### src/rtl/tdes_pkg.sv
// Shared register offsets, core-control states and the latched AHB
// address-phase record for the TDES slave front end.
package tdes_pkg;

  localparam logic [3:0] OFS_MODE   = 4'h0;
  localparam logic [3:0] OFS_KEY1   = 4'h1;
  localparam logic [3:0] OFS_KEY2   = 4'h2;
  localparam logic [3:0] OFS_KEY3   = 4'h3;
  localparam logic [3:0] OFS_DATA   = 4'h4;
  localparam logic [3:0] OFS_RESULT = 4'h8;
  localparam logic [3:0] OFS_STATUS = 4'h9;

  typedef enum logic [1:0] {
    IDLE  = 2'd0,
    ISSUE = 2'd1,
    BUSY  = 2'd2
  } tdes_ctrl_state_t;

  // What the address phase decided; consumed during the following data phase.
  typedef struct packed {
    logic       valid;
    logic       write;
    logic [3:0] ofs;
  } ahb_xfer_t;

endpackage

### src/rtl/tdes_result_fifo.sv
// Circular result buffer between the TDES core and the bus read port.
// The caller guarantees no push when full and no pop when empty.
module tdes_result_fifo #(
  parameter int DEPTH = 4
) (
  input  logic                   clk,
  input  logic                   rst_n,
  input  logic                   push,
  input  logic                   pop,
  input  logic [63:0]            din,
  output logic [63:0]            dout,
  output logic [$clog2(DEPTH):0] count,
  output logic                   empty,
  output logic                   full
);

  localparam int PTR_W = $clog2(DEPTH);

  logic [63:0]      mem [DEPTH];
  logic [PTR_W-1:0] wr_ptr;
  logic [PTR_W-1:0] rd_ptr;

  // NOTE: the storage array has no reset; occupancy lives only in the
  // pointers and count, so stale entries are never observable.
  always_ff @(posedge clk) begin
    if (push) mem[wr_ptr] <= din;
  end

  // NOTE: sequential state uses non-blocking assignments so every flop
  // samples pre-edge values regardless of process ordering.
  always_ff @(posedge clk) begin
    if (!rst_n) begin
      wr_ptr <= '0;
      rd_ptr <= '0;
      count  <= '0;
    end else begin
      // DEPTH is a power of two, so pointer overflow is the wrap.
      if (push) wr_ptr <= wr_ptr + 1'b1;
      if (pop)  rd_ptr <= rd_ptr + 1'b1;
      case ({push, pop})
        2'b10:   count <= count + 1'b1;
        2'b01:   count <= count - 1'b1;
        default: ;
      endcase
    end
  end

  assign dout  = mem[rd_ptr];
  assign empty = (count == '0);
  assign full  = (count == (PTR_W + 1)'(DEPTH));

endmodule

### src/rtl/ahb_tdes_slave_if.sv
// AHB-Lite slave front end for the TDES core: configuration registers,
// start-pulse generation, result buffering and error signalling.
module ahb_tdes_slave_if #(
  parameter logic [27:0] BASE_ADDR  = 28'hAAAAAAA,
  parameter int          FIFO_DEPTH = 4,
  parameter int          CNT_W      = $clog2(FIFO_DEPTH) + 1
) (
  input  logic        HCLK,
  input  logic        HRESET,
  input  logic        HSEL,
  input  logic        HREADY,
  input  logic        HWRITE,
  input  logic [1:0]  HTRANS,
  input  logic [2:0]  HBURST,
  input  logic [2:0]  HSIZE,
  input  logic [3:0]  HPROT,
  input  logic        HMASTLOCK,
  input  logic [31:0] HADDR,
  input  logic [63:0] HWDATA,
  output logic [63:0] HRDATA,
  output logic        HRESP,
  output logic        enc_dec,
  output logic [63:0] key_one,
  output logic [63:0] key_two,
  output logic [63:0] key_three,
  output logic [63:0] data_in,
  output logic        data_in_valid,
  input  logic [63:0] result,
  input  logic        result_valid
);

  import tdes_pkg::*;

  ahb_xfer_t        xfer_q;
  tdes_ctrl_state_t state_q;
  tdes_ctrl_state_t state_d;

  logic             busy;
  logic             cfg_we;
  logic             data_accept;
  logic             fifo_push;
  logic             fifo_pop;
  logic [63:0]      fifo_dout;
  logic [CNT_W-1:0] fifo_count;
  logic             fifo_empty;
  logic             fifo_full;
  logic [63:0]      status_word;

  logic unused_inputs;
  assign unused_inputs = ^{HTRANS, HBURST, HSIZE, HPROT, HMASTLOCK};

  assign busy          = (state_q != IDLE);
  assign data_in_valid = (state_q == ISSUE);
  assign fifo_push     = (state_q == BUSY) && result_valid;

  tdes_result_fifo #(
    .DEPTH (FIFO_DEPTH)
  ) u_result_fifo (
    .clk   (HCLK),
    .rst_n (HRESET),
    .push  (fifo_push),
    .pop   (fifo_pop),
    .din   (result),
    .dout  (fifo_dout),
    .count (fifo_count),
    .empty (fifo_empty),
    .full  (fifo_full)
  );

  always_comb begin
    status_word              = '0;
    status_word[0]           = fifo_empty;
    status_word[1]           = busy;
    status_word[2 +: CNT_W]  = fifo_count;
  end

  // Data-phase decode: response, read mux and the write/pop strobes that
  // take effect on the edge closing the data phase.
  // NOTE: every output of a combinational block gets a default first, so no
  // path through the case statements can infer a latch.
  always_comb begin
    HRDATA      = '0;
    HRESP       = 1'b0;
    cfg_we      = 1'b0;
    data_accept = 1'b0;
    fifo_pop    = 1'b0;
    if (xfer_q.valid) begin
      if (xfer_q.write) begin
        case (xfer_q.ofs)
          OFS_MODE, OFS_KEY1, OFS_KEY2, OFS_KEY3: begin
            if (busy) HRESP  = 1'b1;
            else      cfg_we = 1'b1;
          end
          OFS_DATA: begin
            if (!busy && !fifo_full) data_accept = 1'b1;
            else                     HRESP       = 1'b1;
          end
          default: HRESP = 1'b1;
        endcase
      end else begin
        case (xfer_q.ofs)
          OFS_MODE:   HRDATA = {63'b0, enc_dec};
          OFS_KEY1:   HRDATA = key_one;
          OFS_KEY2:   HRDATA = key_two;
          OFS_KEY3:   HRDATA = key_three;
          OFS_RESULT: begin
            if (fifo_empty) begin
              HRESP = 1'b1;
            end else begin
              HRDATA   = fifo_dout;
              fifo_pop = 1'b1;
            end
          end
          OFS_STATUS: HRDATA = status_word;
          default:    HRESP  = 1'b1;
        endcase
      end
    end
  end

  always_ff @(posedge HCLK) begin
    if (!HRESET) begin
      xfer_q    <= '0;
      enc_dec   <= 1'b0;
      key_one   <= '0;
      key_two   <= '0;
      key_three <= '0;
      data_in   <= '0;
    end else begin
      if (HSEL && HREADY && (HADDR[31:4] == BASE_ADDR))
        xfer_q <= '{valid: 1'b1, write: HWRITE, ofs: HADDR[3:0]};
      else
        xfer_q <= '0;

      if (cfg_we) begin
        case (xfer_q.ofs)
          OFS_MODE: enc_dec   <= HWDATA[0];
          OFS_KEY1: key_one   <= HWDATA;
          OFS_KEY2: key_two   <= HWDATA;
          default:  key_three <= HWDATA;
        endcase
      end

      if (data_accept) data_in <= HWDATA;
    end
  end

  always_ff @(posedge HCLK) begin
    if (!HRESET) state_q <= IDLE;
    else         state_q <= state_d;
  end

  // A single chunk is ever in flight, which is what keeps the FIFO from
  // overflowing: acceptance already required a free slot.
  always_comb begin
    state_d = state_q;
    case (state_q)
      IDLE:    if (data_accept) state_d = ISSUE;
      ISSUE:   state_d = BUSY;
      BUSY:    if (result_valid) state_d = IDLE;
      default: state_d = IDLE;
    endcase
  end

endmodule

### config.mk
export PLATFORM = sky130hd
export DESIGN_NAME = ahb_tdes_slave_if
export DESIGN_NICKNAME = d
export VERILOG_FILES = /design/src/rtl/tdes_pkg.sv /design/src/rtl/tdes_result_fifo.sv /design/src/rtl/ahb_tdes_slave_if.sv
export SDC_FILE = /design/constraint.sdc
export NUM_CORES = 1
export LEC_CHECK = 0
export ABC_AREA = 1
export CORE_ASPECT_RATIO = 0.7
export CORE_MARGIN = 3
export CORE_UTILIZATION = 55
export CTS_CLUSTER_DIAMETER = 50
export DETAILED_ROUTE_END_ITERATION = 10
export PLACE_DENSITY = 0.86
export SKIP_LAST_GASP = 1
export SLEW_MARGIN = 20
export SYNTH_ARGS = -nofsm -noshare
export SYNTH_HDL_FRONTEND = slang
export SYNTH_HIERARCHICAL = 1
export SYNTH_SLANG_ARGS = --single-unit
### constraint.sdc
create_clock -name HCLK -period 7.05 [get_ports HCLK]
set_clock_uncertainty 0.05 [all_clocks]
set_input_delay 0.705 -clock HCLK [delete_from_list [all_inputs] [get_ports HCLK]]
set_output_delay 0.705 -clock HCLK [all_outputs]
set_load 0.03 [all_outputs]
### Word level (Yosys, flattened, before mapping)

Memories as Yosys holds them, arrays and structs flattened. A register that Yosys moved wholly into a read port is not among the register bits.
Cells that the tools add are included.
Widths: inputs -> output; s select.

| storage, ports and cells | value |
|---|---|
| flip-flop bits (word level) | 272 |
| latch bits | 0 |
| bits in writable memories | 256 |
| bits in read-only memories | 0 |
| input port bits | 179 |
| output and inout port bits | 323 |
| word-level logic and storage cells | 84 |
| memories | 1 |

| cells by class | value |
|---|---|
| add/subtract/negate cells | 4 |
| multipliers | 0 |
| div/mod/pow operators | 0 |
| magnitude comparators | 0 |
| eq/ne operators | 14 |
| shift-type cells | 0 |
| multiplexer cells | 32 |
| bitwise logic cells | 1 |
| reductions and logical operators | 20 |

Memory list:

| name | words | width | read ports | clocked after Yosys merged registers in | wr ports | RTL line | text |
|---|---|---|---|---|---|---|---|
| u_result_fifo.mem | 4 | 64 | 1 | 1 | 1 | tdes_result_fifo.sv:19 | `logic [63:0] mem [DEPTH];` |

Operators with widths:

| operator | count |
|---|---|
| $pmux 64 s6 | 1 |
| $mux 64 | 3 |
| $eq 28x28->1 const B | 1 |
| $mux 1 | 19 |
| $reduce_and 2->1 | 6 |
| $eq 4x2->1 const B | 2 |
| $eq 4x4->1 const B | 2 |
| $mux 2 | 4 |
| $mux 6 | 1 |
| $pmux 2 s3 | 1 |
| $pmux 3 s2 | 1 |
| $reduce_or 5->1 | 1 |
| $add 2x1->2 const B | 2 |
| $eq 2x1->1 const B | 2 |
| $eq 2x2->1 const B | 2 |
| $eq 4x1->1 const B | 1 |
| $eq 4x3->1 const B | 1 |
| $logic_and 1x1->1 | 4 |
| $logic_not 4->1 | 1 |
| $ne 2x2->1 const B | 2 |
| $pmux 1 s2 | 2 |
| $reduce_bool 2->1 | 2 |
| $reduce_or 4->1 | 1 |
| $add 3x1->3 const B | 1 |
| other kinds (7) | 8 |

### Longest topological paths before layout

Gate-level depths: netlist of the first run.

| depth | value |
|---|---|
| depth in word-level cells | 9 |
| mapped depth | 14 |
| gate-level depth less buffers | 13 |

### By module

The synthesis of the first run kept the hierarchy.

Modules (own cells, without submodules):

| module | times used | cells an instance | area an instance (um^2) | sequential area each (um^2) |
|---|---|---|---|---|
| ahb_tdes_slave_if | 1 | 1,921 | 12,324.3 | 5,305.1 |
| tdes_result_fifo | 1 | 676 | 9,935.8 | 7,867.5 |

### Worst setup path before layout of the first run

Ideal clock, no wire load.

| timing | value |
|---|---|
| path kind | input to register |
| start point | input port result_valid |
| end point | memory u_result_fifo.mem[0][0], enable pin |
| library setup time | 418 ps |
| arrival | 2,228 ps |
| required time | 6,582 ps |
| setup slack | 4,354 ps |
| cell stages on the path | 3 |
| path buffers | 0 |
| cells stage by stage | and3_1 > nand2_1 > inv_1 |

| on the way | value |
|---|---|
| cells in the longest elaborated chain, start to end | 3 |

Ends and longest elaborated chain:

| element | RTL line | text |
|---|---|---|
| start: declaration | ahb_tdes_slave_if.sv:29 | `input logic result_valid` |
| $logic_and 1x1->1 | ahb_tdes_slave_if.sv:54 | `assign fifo_push = (state_q == BUSY) && result_valid;` |
| $mux 1 | tdes_result_fifo.sv:26 | `if (push) mem[wr_ptr] <= din;` |
| $mux 1 (not written as such) | tdes_result_fifo.sv:26 |  |
| end: declaration | tdes_result_fifo.sv:19 |  |

No other way between the ends.

==> results.txt, run 1 <==
- The region available for standard cell placement spans 39200 µm².
* Leading cell type in the layout, fill and taps excluded: nor2_1
- Most used cells in the layout excluding fill and tap cells: nor2_1 (850), clkdlybuf4s50_1 (487), dfxtp_1 (272)
* Switching part of the total: 20.9%
- Post-layout minimum cycle time: 4690 ps
- CTS tree: built
* Synth area leaders: edfxtp_1 (35%), dfxtp_1 (25%), nor2_1 (14%)
- The floorplan has 60 rows.
- Share of flip-flops with an asynchronous set or reset: 0%
- Number of placed instances, taps included: 3458
* Post-DP Area: 27100 µm²
- Layout Cell Area excl Fill: 28700 µm²
- 1st-iter DRT viols: 2092
* Count of clock tree sinks: 530
- Worst Setup Path Type: flop to output port
* Share of power burned in registers: 53.3%
* Average cell area after synthesis: 8.57 µm²
- Timing would allow up to 0.213 GHz.
* Share of post-route cells with drive strength above 1: 4.20%
- Count of buffering cells on the critical path with inverters included: 4
- EDFF count, synth: 256
- Pin count of the biggest net entering global routing: 153
- After clock tree synthesis, the repair step resized 0 gates.
- Slowest cell delay on critical path: 760 ps
- For this run, the post-layout net count is 3168.
- STA classifies the critical path endpoint as an output port.
* Total wire length: 75800 µm
- Net switching power: 1.26 mW
* Worst slew margin: 30.6%
- Leakage power summed over all cells: 11.2 nW
- Die X-Extent: 246 µm
- Of the available clock period, the critical path in the final layout requires 66.6%.
* Via count of the first global-routing pass: 19.8k
* Hold Violations, Final: 0
* Avg Vias per Cell: 5.74
- Die span in y: 174 µm
- Detailed placement finished with a half-perimeter wire length of 48300 µm.
* Cell seen most often among critical-path stages: nor2_1
- Overall power consumption after layout is estimated at 6.05 mW.
* H-Tree Depth: 2
- Final non-filler cell total: 3562
- Sequential elements use 59.2% of the synthesized area.
* Initial core utilization: 56.8%
- Int Pwr: 4.78 mW
- I/O pin count: 502
* Cell at the root of the clock tree: clkbuf_16
- Buffers inserted to repair hold after CTS numbered 0.
- Crit path max fanout: 86
- After clock tree synthesis, the clock-pin slew on the worst setup and hold paths is 60 ps.
- Number of max-slew violations in the final report: 0
- Antenna violations before repair: 12
- VDD sags by at most 0.216 mV.
* Number of instances in the synthesized netlist: 2597
- The synthesized design spends more area on one cell type than any other, namely edfxtp_1.
- Kind of cell adding the most delay to the critical path: buffers and inverters
- Outcome: completed
- RSZ-0062 raised after global routing: no
- Worst EP arrival: 3940 ps
* Post-Syn Area: 22300 µm²
- In this run the power density over the cells is 210 nW/µm².
- Ordered cell list for the critical path: inv_4 -> buf_4 -> nor2_1 -> o22ai_1 -> inv_1 -> nor2_1 -> nor2_1 -> nor2_1 -> clkdlybuf4s50_1
- Critical Path Start Type: flop
* Post-CTS Repair Setup Buffers: 0
- The detail route stage leaves a number of antenna-violating nets equal to 0.
- The number of nets in the synthesized netlist is 2782.
* Synth warnings: 6
- In the final timing run, aggregate negative setup slack is 0 ps.
* Post-detailed-route wirelength per cell: 21.3 µm
- Initial DRT Pass Iterations: 6
- Combinational logic is responsible for 3.0% of the overall power.
- Fraction of synthesized cell area taken by the top area cell type: 34.5%
- Num CTS Buffers: 50
* Fill count: 2721
* Max-cap check violation count: 0
* Count of input and output buffers: 488
- CP required: 6290 ps
* Worst skew pair latency: 570 ps
- Final Setup Violations: 0
* Grt ovf: 0
- The floorplan step defined a die boundary enclosing 43000 µm².
- The slowest stage of the critical path belongs to the cell clkdlybuf4s50_1.
- Clock power frac: 43.8%
- P&R area growth vs syn: 29.1%
- The first global-routing pass estimated 114000 µm of wire.
- Transition time at the pin with the least slew margin: 1040 ps
- The path class of the tightest hold or removal check is flop to flop.
- Via Count: 20.5k
* Residual DRC: 0
* Routability cong.: 0.867
- Longest Clk Path Bufs: 3
- In the global route stage, overall resource usage came out at 34.3%.
- The most used flip-flop cell after synthesis is dfxtp_1.
- After synthesis the netlist holds a flip-flop and latch count of 530.
- Yosys cell types: 28
cell usage after synthesis, types with 2 or more instances:
master / n
o21ai_1: 236
a21oi_1: 11
edfxtp_1: 256
clkbuf_1: 75
dfxtp_1: 274
ha_1: 5
nor2_2: 4
inv_1: 167
o21ai_0: 91
nand3_1: 265
buf_4: 30
inv_2: 7
nor2_1: 855
o22ai_1: 64
nor3_1: 5
nand2_1: 171
buf_6: 19
clkbuf_2: 3
nand4_1: 2
buf_2: 39
buf_1: 11
metal layers:
| metal | vias to the layer above | GRT usage, % | wire (µm) |
|---|---|---|---|
| met5 | - | 0 | 43 |
| met4 | 6 | 21.0 | 4740 |
| met3 | 268 | 8.62 | 8430 |
| met2 | 1292 | 56.3 | 36200 |
| met1 | 9545 | 40.5 | 26400 |
| li1 | 9345 | - | - |
flip-flops by register name, indices dropped and copies added, names as in the netlist, named ones only:
name                  count
data_in                  64
enc_dec                   1
key_one                  64
key_three                64
key_two                  64
state_q                   2
u_result_fifo/count       3
u_result_fifo/mem       256
u_result_fifo/rd_ptr      2
u_result_fifo/wr_ptr      2
xfer_q                    6
layout make-up:
type / instances / area, µm² / share of cell area, %
Sequential cell: 530 / 13200 / 45.9
Multi-Input combinational cell: 1715 / 7530 / 26.2
Timing Repair Buffer: 511 / 5070 / 17.7
Clock buffer: 73 / 1450 / 5.04
Inverter: 175 / 664 / 2.31
Tap cell: 527 / 659 / 2.30
Clock inverter: 21 / 151 / 0.527
Antenna cell: 10 / 25.0 / 0.0871
power by group through the flow:
| stage | clock, mW | combinational, mW | sequential (mW) |
|---|---|---|---|
| 3_3_place_gp | 0 | 0.172 | 3.29 |
| 3_5_place_dp | 0 | 0.177 | 3.29 |
| 6_report | 2.64 | 0.181 | 3.22 |
| 2_1_floorplan | 0 | 0.0400 | 3.29 |
| 5_1_grt | 2.79 | 0.193 | 3.22 |
| 4_1_cts | 2.67 | 0.178 | 3.22 |
path summary, 6_finish.rpt:
kind,from,cells past startpoint,slack (ps),to
min reg2reg,u_result_fifo/rd_ptr[1],1,380,flop
min,u_result_fifo/rd_ptr[1],1,380,flop
max reg2reg,xfer_q[3],13,3580,u_result_fifo/count[2]
max,flop,9,2360,HRDATA[29]
cell families (layout without fill, tap and decap cells):
kind of cell / Yosys count / after routing / share of synthesized area (%)
and+or+nand+nor: 1306 / 1306 / 23.7
DFF: 530 / 530 / 59.2
AOI/OAI and AO/OA: 403 / 403 / 9.43
buffers and inverters: 352 / 780 / 7.32
adders and majority gates: 6 / 6 / 0.371
other: 0 / 10 / 0
per-stage QoR:
step / worst slack [ps] / hold slack [ps] / util, %
2_1_floorplan: 4350 / 362 / -
3_3_place_gp: 3030 / 365 / 69.2
3_5_place_dp: 3000 / 373 / 69.2
4_1_cts: 2370 / 385 / 73.2
5_1_grt: 2070 / 420 / 73.3
6_report: 2360 / 384 / 73.3
Note: power is estimated with default switching activity, not from simulation.
==> run 2: changes to the inputs <==
--- a/config.mk
+++ b/config.mk
@@ -8,10 +8,10 @@
 export ABC_AREA = 1
 export CORE_ASPECT_RATIO = 0.7
 export CORE_MARGIN = 3
-export CORE_UTILIZATION = 55
+export CORE_UTILIZATION = 46
 export CTS_CLUSTER_DIAMETER = 50
 export DETAILED_ROUTE_END_ITERATION = 10
-export PLACE_DENSITY = 0.86
+export PLACE_DENSITY = 0.77
 export SKIP_LAST_GASP = 1
 export SLEW_MARGIN = 20
 export SYNTH_ARGS = -nofsm -noshare
==> constraint.sdc (replaced) <==
create_clock -name HCLK -period 4 [get_ports HCLK]
set_clock_uncertainty 0.05 [all_clocks]
set_input_delay 0.4 -clock HCLK [delete_from_list [all_inputs] [get_ports HCLK]]
set_output_delay 0.4 -clock HCLK [all_outputs]
set_load 0.03 [all_outputs]
==> results.txt, run 2 (synthesized netlist as in run 1, its figures left out) <==
* Reg with most FFs: u_result_fifo/mem
- Outcome: completed
- Tot GR Track Use: 29.7% (-4.6 points)
- Max VDD drop: 0.283 mV (+31%)
* Worst Setup Path Type: flop to output port
- The worst slew margin relative to its limit is 31.7% (+1.1 points).
- STA classifies the critical path endpoint as an output port.
- Total area of sequential cells: 13200 µm² (unchanged)
- DP HPWL: 52400 µm (+8.4%)
- The leakage power of the design was 11.5 nW (+2.5%).
* Worst skew pair latency: 590 ps (+20 ps)
- The required time of the worst setup path is 3550 ps (-2740 ps).
- Clock-pin slew on the worst setup and hold paths: 70 ps (about the same)
- Crit path max fanout: 21 (-76%)
- 1st-iter DRT viols: 2131 (+1.9%)
- The leftover overflow at the end of global routing was 0 (unchanged).
- Pin count of the biggest net entering global routing: 190 (+24%)
- The count of nets after finishing was 3202 (+1.1%).
- The library cells used most frequently in the layout, excluding fill and tap cells, are nor2_1 (850), clkdlybuf4s50_1 (487), dfxtp_1 (272).
- Number of max-slew violations in the final report: 0 (unchanged)
* Post-DP Area: 27600 µm² (+1.9%)
- Flip-flop count of the largest register, all copies and words added: 256 (unchanged)
* Final Setup Violations: 0 (unchanged)
* Hold Buf Count CTS: 0 (unchanged)
- Hold Violations, Final: 0 (unchanged)
* Avg Vias per Cell: 5.44 (-5.3%)
- Core area: 47200 µm² (+20%)
- Final core utilization: 62.3% (-11 points)
- The x dimension of the die was 269 µm (+9.1%).
- TritonCTS built the clock tree.
- The top-level port count came to 502 (unchanged).
- Period utilization: 96.1%
- The sum of routed wire length over all layers is 78300 µm (+3.3%).
- Post-layout minimum cycle time: 3840 ps
- The number of nets with antenna violations after detailed routing was 0 (unchanged).
- The quantity of I/O buffers inserted on ports came to 488 (unchanged).
- The buffer depth of the longest clock path came to 3 (unchanged).
- Post-detailed-route wirelength per cell: 21.1 µm (-0.78%)
* Share of post-route cells with drive strength above 1: 5.62% (+1.4 points)
- Die Area: 51100 µm² (+19%)
- The level count of the clock H-tree came to 2 (unchanged).
* Count of clock tree sinks: 530 (unchanged)
- Antenna violations before repair: 9 (-3)
* Fill count: 3901 (+43%)
- Wire length of the first global-routing pass: 116000 µm (+1.5%)
* FP Rows: 66 (+10%)
- Num CTS Buffers: 51 (+2.0%)
* Max-cap check violation count: 0 (unchanged)
* Multi-input logic area: 7550 µm² (+0.27%)
- The height of the chip is 190 µm (+9.0%).
- Post-CTS Repair Setup Buffers: 0 (unchanged)
- Initial core utilization: 47.2% (-9.6 points)
- Routability cong.: 0.897 (+3.4%)
- Critical Path Start Type: flop
* Initial DRT Pass Iterations: 6 (unchanged)
* Via count of the first global-routing pass: 19.4k (-2.0%)
- Cell Pwr Density: 372 nW/µm² (+77%)
* Leading cell type in the layout, fill and taps excluded: nor2_1
* Residual DRC: 0 (unchanged)
- For this run, the top clock speed supported by timing is 0.260 GHz.
- Worst EP arrival: 3390 ps (-550 ps)
- Setup tns final: 0 ps (unchanged)
- Setup repair after global routing could not meet its margin everywhere.
* Class of the tightest hold or removal check: input pin to flop
* P&R area growth vs syn: 31.9%
* Cell at the root of the clock tree: clkbuf_16
- The area of all placed cells without fillers was 29400 µm² (+2.2%).
- Via Count: 20.2k (-1.4%)
* Transition time at the pin with the least slew margin: 1020 ps (-17.0 ps)
-- run 2: cell types whose count changed in the layout (fill, tap and decap cells not counted), moves of 2 or more --
cell,change
buf_12,+9
buf_4,+24
clkbuf_1,-5
clkbuf_16,+2
clkbuf_8,+5
clkinv_1,-5
clkinv_2,+2
clkinv_4,+2
diode_2,-8
inv_16,+2
-- run 2: through the flow --
stage / worst slack (ps) / hold slack, ps / cells / power [mW]
after floorplan: 1610 / 362 / 2597 / 5.87
after global placement: 726 / 367 / 3609 / 6.10
after detailed placement: 723 / 388 / 3609 / 6.11
after CTS: 63.8 / 207 / 3705 / 11.0
after global routing: -26.3 / 236 / 3707 / 11.2
final: 157 / 222 / 3708 / 10.9
-- run 2: layout make-up --
type / instances / area share [%]
repair buffers: 543 / 18.5
flip-flops and latches: 530 / 44.9
diodes: 2 / 0.0170
well taps: 646 / 2.75
inverters: 175 / 2.26
clock buffers: 76 / 5.29
multi-input cells: 1716 / 25.7
clock inverters: 20 / 0.618
-- run 2: what timing repair did --
action,4_1_cts,5_1_grt
endpoints found under the setup margin,0,15
endpoints found under the hold margin,0,0
resized for setup,0,1
-- run 2: worst max-delay path: stages (launching register included) --
cell and delay (ps):
dfxtp_1 350, nor3_1 680, nand3b_4 540, buf_4 310, nor2_1 60, nor2_1 160, nor2_1 70, clkdlybuf4s50_1 610
-- run 2: final timing paths --
| path | slack [ps] | depth (start not counted) | to | start |
|---|---|---|---|---|
| min reg2reg | 410 | 1 | flop | u_result_fifo/rd_ptr[1] |
| max | 160 | 7 | HRDATA[13] | u_result_fifo/count[2] |
| max reg2reg | 1130 | 12 | u_result_fifo/count[2] | xfer_q[3] |
| min | 220 | 3 | data_in[1] | HRESET |
-- run 2: power breakdown --
part	switching [mW]	internal, mW	leakage [nW]
combinational	0.151	0.166	6.13
sequential	0.0000000000943	5.68	4.51
clock	2.14	2.79	0.872
total	2.29	8.63	11.5
-- run 2: layer usage --
layer	part of all wire (%)	up-vias	track usage, %
li1	-	9400	-
met1	38	9461	35.6
met2	48	1077	50.1
met3	10	208	8.42
met4	4.4	14	12.6
met5	0.11	-	0
==> run 3: changes to the inputs <==
--- a/config.mk
+++ b/config.mk
@@ -6,11 +6,13 @@
 export NUM_CORES = 1
 export LEC_CHECK = 0
 export ABC_AREA = 1
+export CAP_MARGIN = 10
 export CORE_ASPECT_RATIO = 0.7
 export CORE_MARGIN = 3
 export CORE_UTILIZATION = 46
 export CTS_CLUSTER_DIAMETER = 50
 export DETAILED_ROUTE_END_ITERATION = 10
+export GPL_TIMING_DRIVEN = 0
 export PLACE_DENSITY = 0.77
 export SKIP_LAST_GASP = 1
 export SLEW_MARGIN = 20
==> results.txt, run 3 (synthesized netlist as in run 1, its figures left out) <==
- The clock-pin slew reported for the worst setup and hold paths after clock tree synthesis is 60 ps (about the same).
* Routability cong.: 0.923 (+2.9%)
- The total vias in the final route came to 21.4k (+5.9%).
- Number of max-slew violations in the final report: 0 (unchanged)
* Transition time at the pin with the least slew margin: 807 ps (-217 ps)
* Crit path max fanout: 10 (-52%)
- P&R area growth vs syn: 33.5%
- The final standard cell utilization of the core is 63.0% (+0.76 points).
- The worst slew margin relative to its limit came to 46.2% (+14 points).
- Count of clock tree sinks: 530 (unchanged)
- Avg Vias per Cell: 5.58 (+2.5%)
- Worst skew pair latency: 580 ps (about the same)
- Via count of the first global-routing pass: 20.2k (+4.1%)
* Flip-flop count of the largest register, all copies and words added: 256 (unchanged)
* Die X-Extent: 269 µm (unchanged)
- The cell count of the worst hold path is 3 (unchanged).
- Core area: 47200 µm² (unchanged)
* Period utilization: 97.5% (+1.4 points)
- Worst R2R Start: xfer_q[3]
- The overall global routing resource usage is 32.6% (+2.9 points).
* Worst Setup Path Type: flop to output port
- 1st-iter DRT viols: 2333 (+9.5%)
* Max VDD drop: 0.295 mV (+4.5%)
- DP HPWL: 63500 µm (+21%)
- The post-layout minimum cycle time was 3900 ps (+54.9 ps).
* Grt ovf: 0 (unchanged)
- Post-detailed-route wirelength per cell: 22.5 µm (+6.5%)
* Pin count of the biggest net entering global routing: 48 (-75%)
* Leakage power summed over all cells: 11.7 nW (+1.6%)
- Cell at the root of the clock tree: clkbuf_16
- Timing startpoint of the critical path: xfer_q[3]
* Highest attainable clock frequency: 0.257 GHz (-1.4%)
- Share of post-route cells with drive strength above 1: 5.95% (+0.33 points)
- Origin of the worst min-delay path: HADDR[2]
- H-Tree Depth: 2 (unchanged)
- The buffer depth of the longest clock path came to 3 (unchanged).
- The setup slack of the critical path after layout is 102 ps (-54.9 ps).
- Die span in y: 190 µm (unchanged)
- The number of antenna violations at the first check in global routing was 14 (+5).
* Initial DRT Pass Iterations: 6 (unchanged)
- The flow ran to the end, and the final reports show no timing, DRC or antenna violations.
- The power density over the cells is 361 nW/µm² (-2.8%).
- The final number of hold-violating endpoints is 0 (unchanged).
- Die Area: 51100 µm² (unchanged)
- The initial core utilization was 47.2% (unchanged).
- STA classifies the critical path startpoint as a flop.
* Hold Buf Count CTS: 0 (unchanged)
- Total wire length: 86200 µm (+10%)
* CTS tree: built
* Category of the worst setup path capture point: output port
- FP Rows: 66 (unchanged)
- The top-level port count was 502 (unchanged).
- The overall power is 10.7 mW (-1.6%).
* CP required: 3550 ps (about the same)
- Residual DRC: 0 (unchanged)
- Max-cap check violation count: 0 (unchanged)
- Counting flops per register, the top entry is u_result_fifo/mem.
- The number of nets with antenna violations after detailed routing came to 0 (unchanged).
- The post-route non-filler standard cell count is 3831 (+3.3%).
- The minimum setup slack after placement was 458 ps (-265 ps).
- The library cells used most frequently in the layout, excluding fill and tap cells, are nor2_1 (855), clkdlybuf4s50_1 (488), dfxtp_1 (274).
- Leading cell type in the layout, fill and taps excluded: nor2_1
* Depth of the worst register-to-register path: 14 (+2)
- The TritonCTS buffer count came to 51 (unchanged).
* Worst EP arrival: 3450 ps (+60 ps)
* Wire length of the first global-routing pass: 125000 µm (+7.2%)
- RSZ-0062 raised after global routing: no
- Layout net count: 3327 (+3.9%)
- Class of the tightest hold or removal check: input pin to flop
* Count of input and output buffers: 488 (unchanged)
* Final Setup Violations: 0 (unchanged)
- Setup tns final: 0 ps (unchanged)
- The number of cells after detailed placement came to 3735 (+3.5%).
-- run 3: power by group --
group | internal, mW | switching, mW
registers | 5.68 | 0.0000000000981
logic | 0.170 | 0.172
clock network | 2.64 | 2.09
total | 8.48 | 2.26
-- run 3: worst paths after layout --
kind	endpoint	slack (ps)
min reg2reg	flop	420
min	xfer_q[2]	320
max	HRDATA[23]	100
max reg2reg	u_result_fifo/count[2]	910
-- run 3: cell type report --
type                            count  area [µm²]
Antenna cell                        7        17.5
Buffer                            177         973
Clock buffer                       72        1440
Clock inverter                     17         173
Fill cell                        3902       17400
Inverter                          175         667
Multi-Input combinational cell   1715        7480
Sequential cell                   530       13200
Tap cell                          646         808
Timing Repair Buffer              492        4990
-- run 3: repair_timing --
| item | in CTS | in global routing |
|---|---|---|
| resized for setup | 2 | 2 |
| endpoints found under the setup margin | 8 | 15 |
| setup buffers | 0 | 0 |
-- run 3: routing by layer --
| layer | global-route usage [%] | wire length [µm] | part of all wire, % | vias to the layer above |
|---|---|---|---|---|
| li1 | - | - | - | 9671 |
| met1 | 42.0 | 33100 | 38 | 10100 |
| met3 | 8.91 | 9770 | 11 | 251 |
| met4 | 15.4 | 4590 | 5.3 | 14 |
| met5 | 0 | 92 | 0.11 | - |
| met2 | 51.1 | 38600 | 45 | 1287 |
-- run 3: metrics by stage --
step	cell area [µm²]	hold slack, ps
global route	29700	330
global placement	28000	373
detailed placement	28100	407
CTS	29700	298
finish	29700	316
floorplan	22300	362
-- run 3: critical path, cell delays in order, from the launching register on --
cell and delay (ps):
dfxtp_1 490, inv_2 90, nor2_2 330, nand3b_4 290
clkbuf_1 320, nor2_1 290, nor2_1 80, nor2_1 230
clkdlybuf4s50_1 730
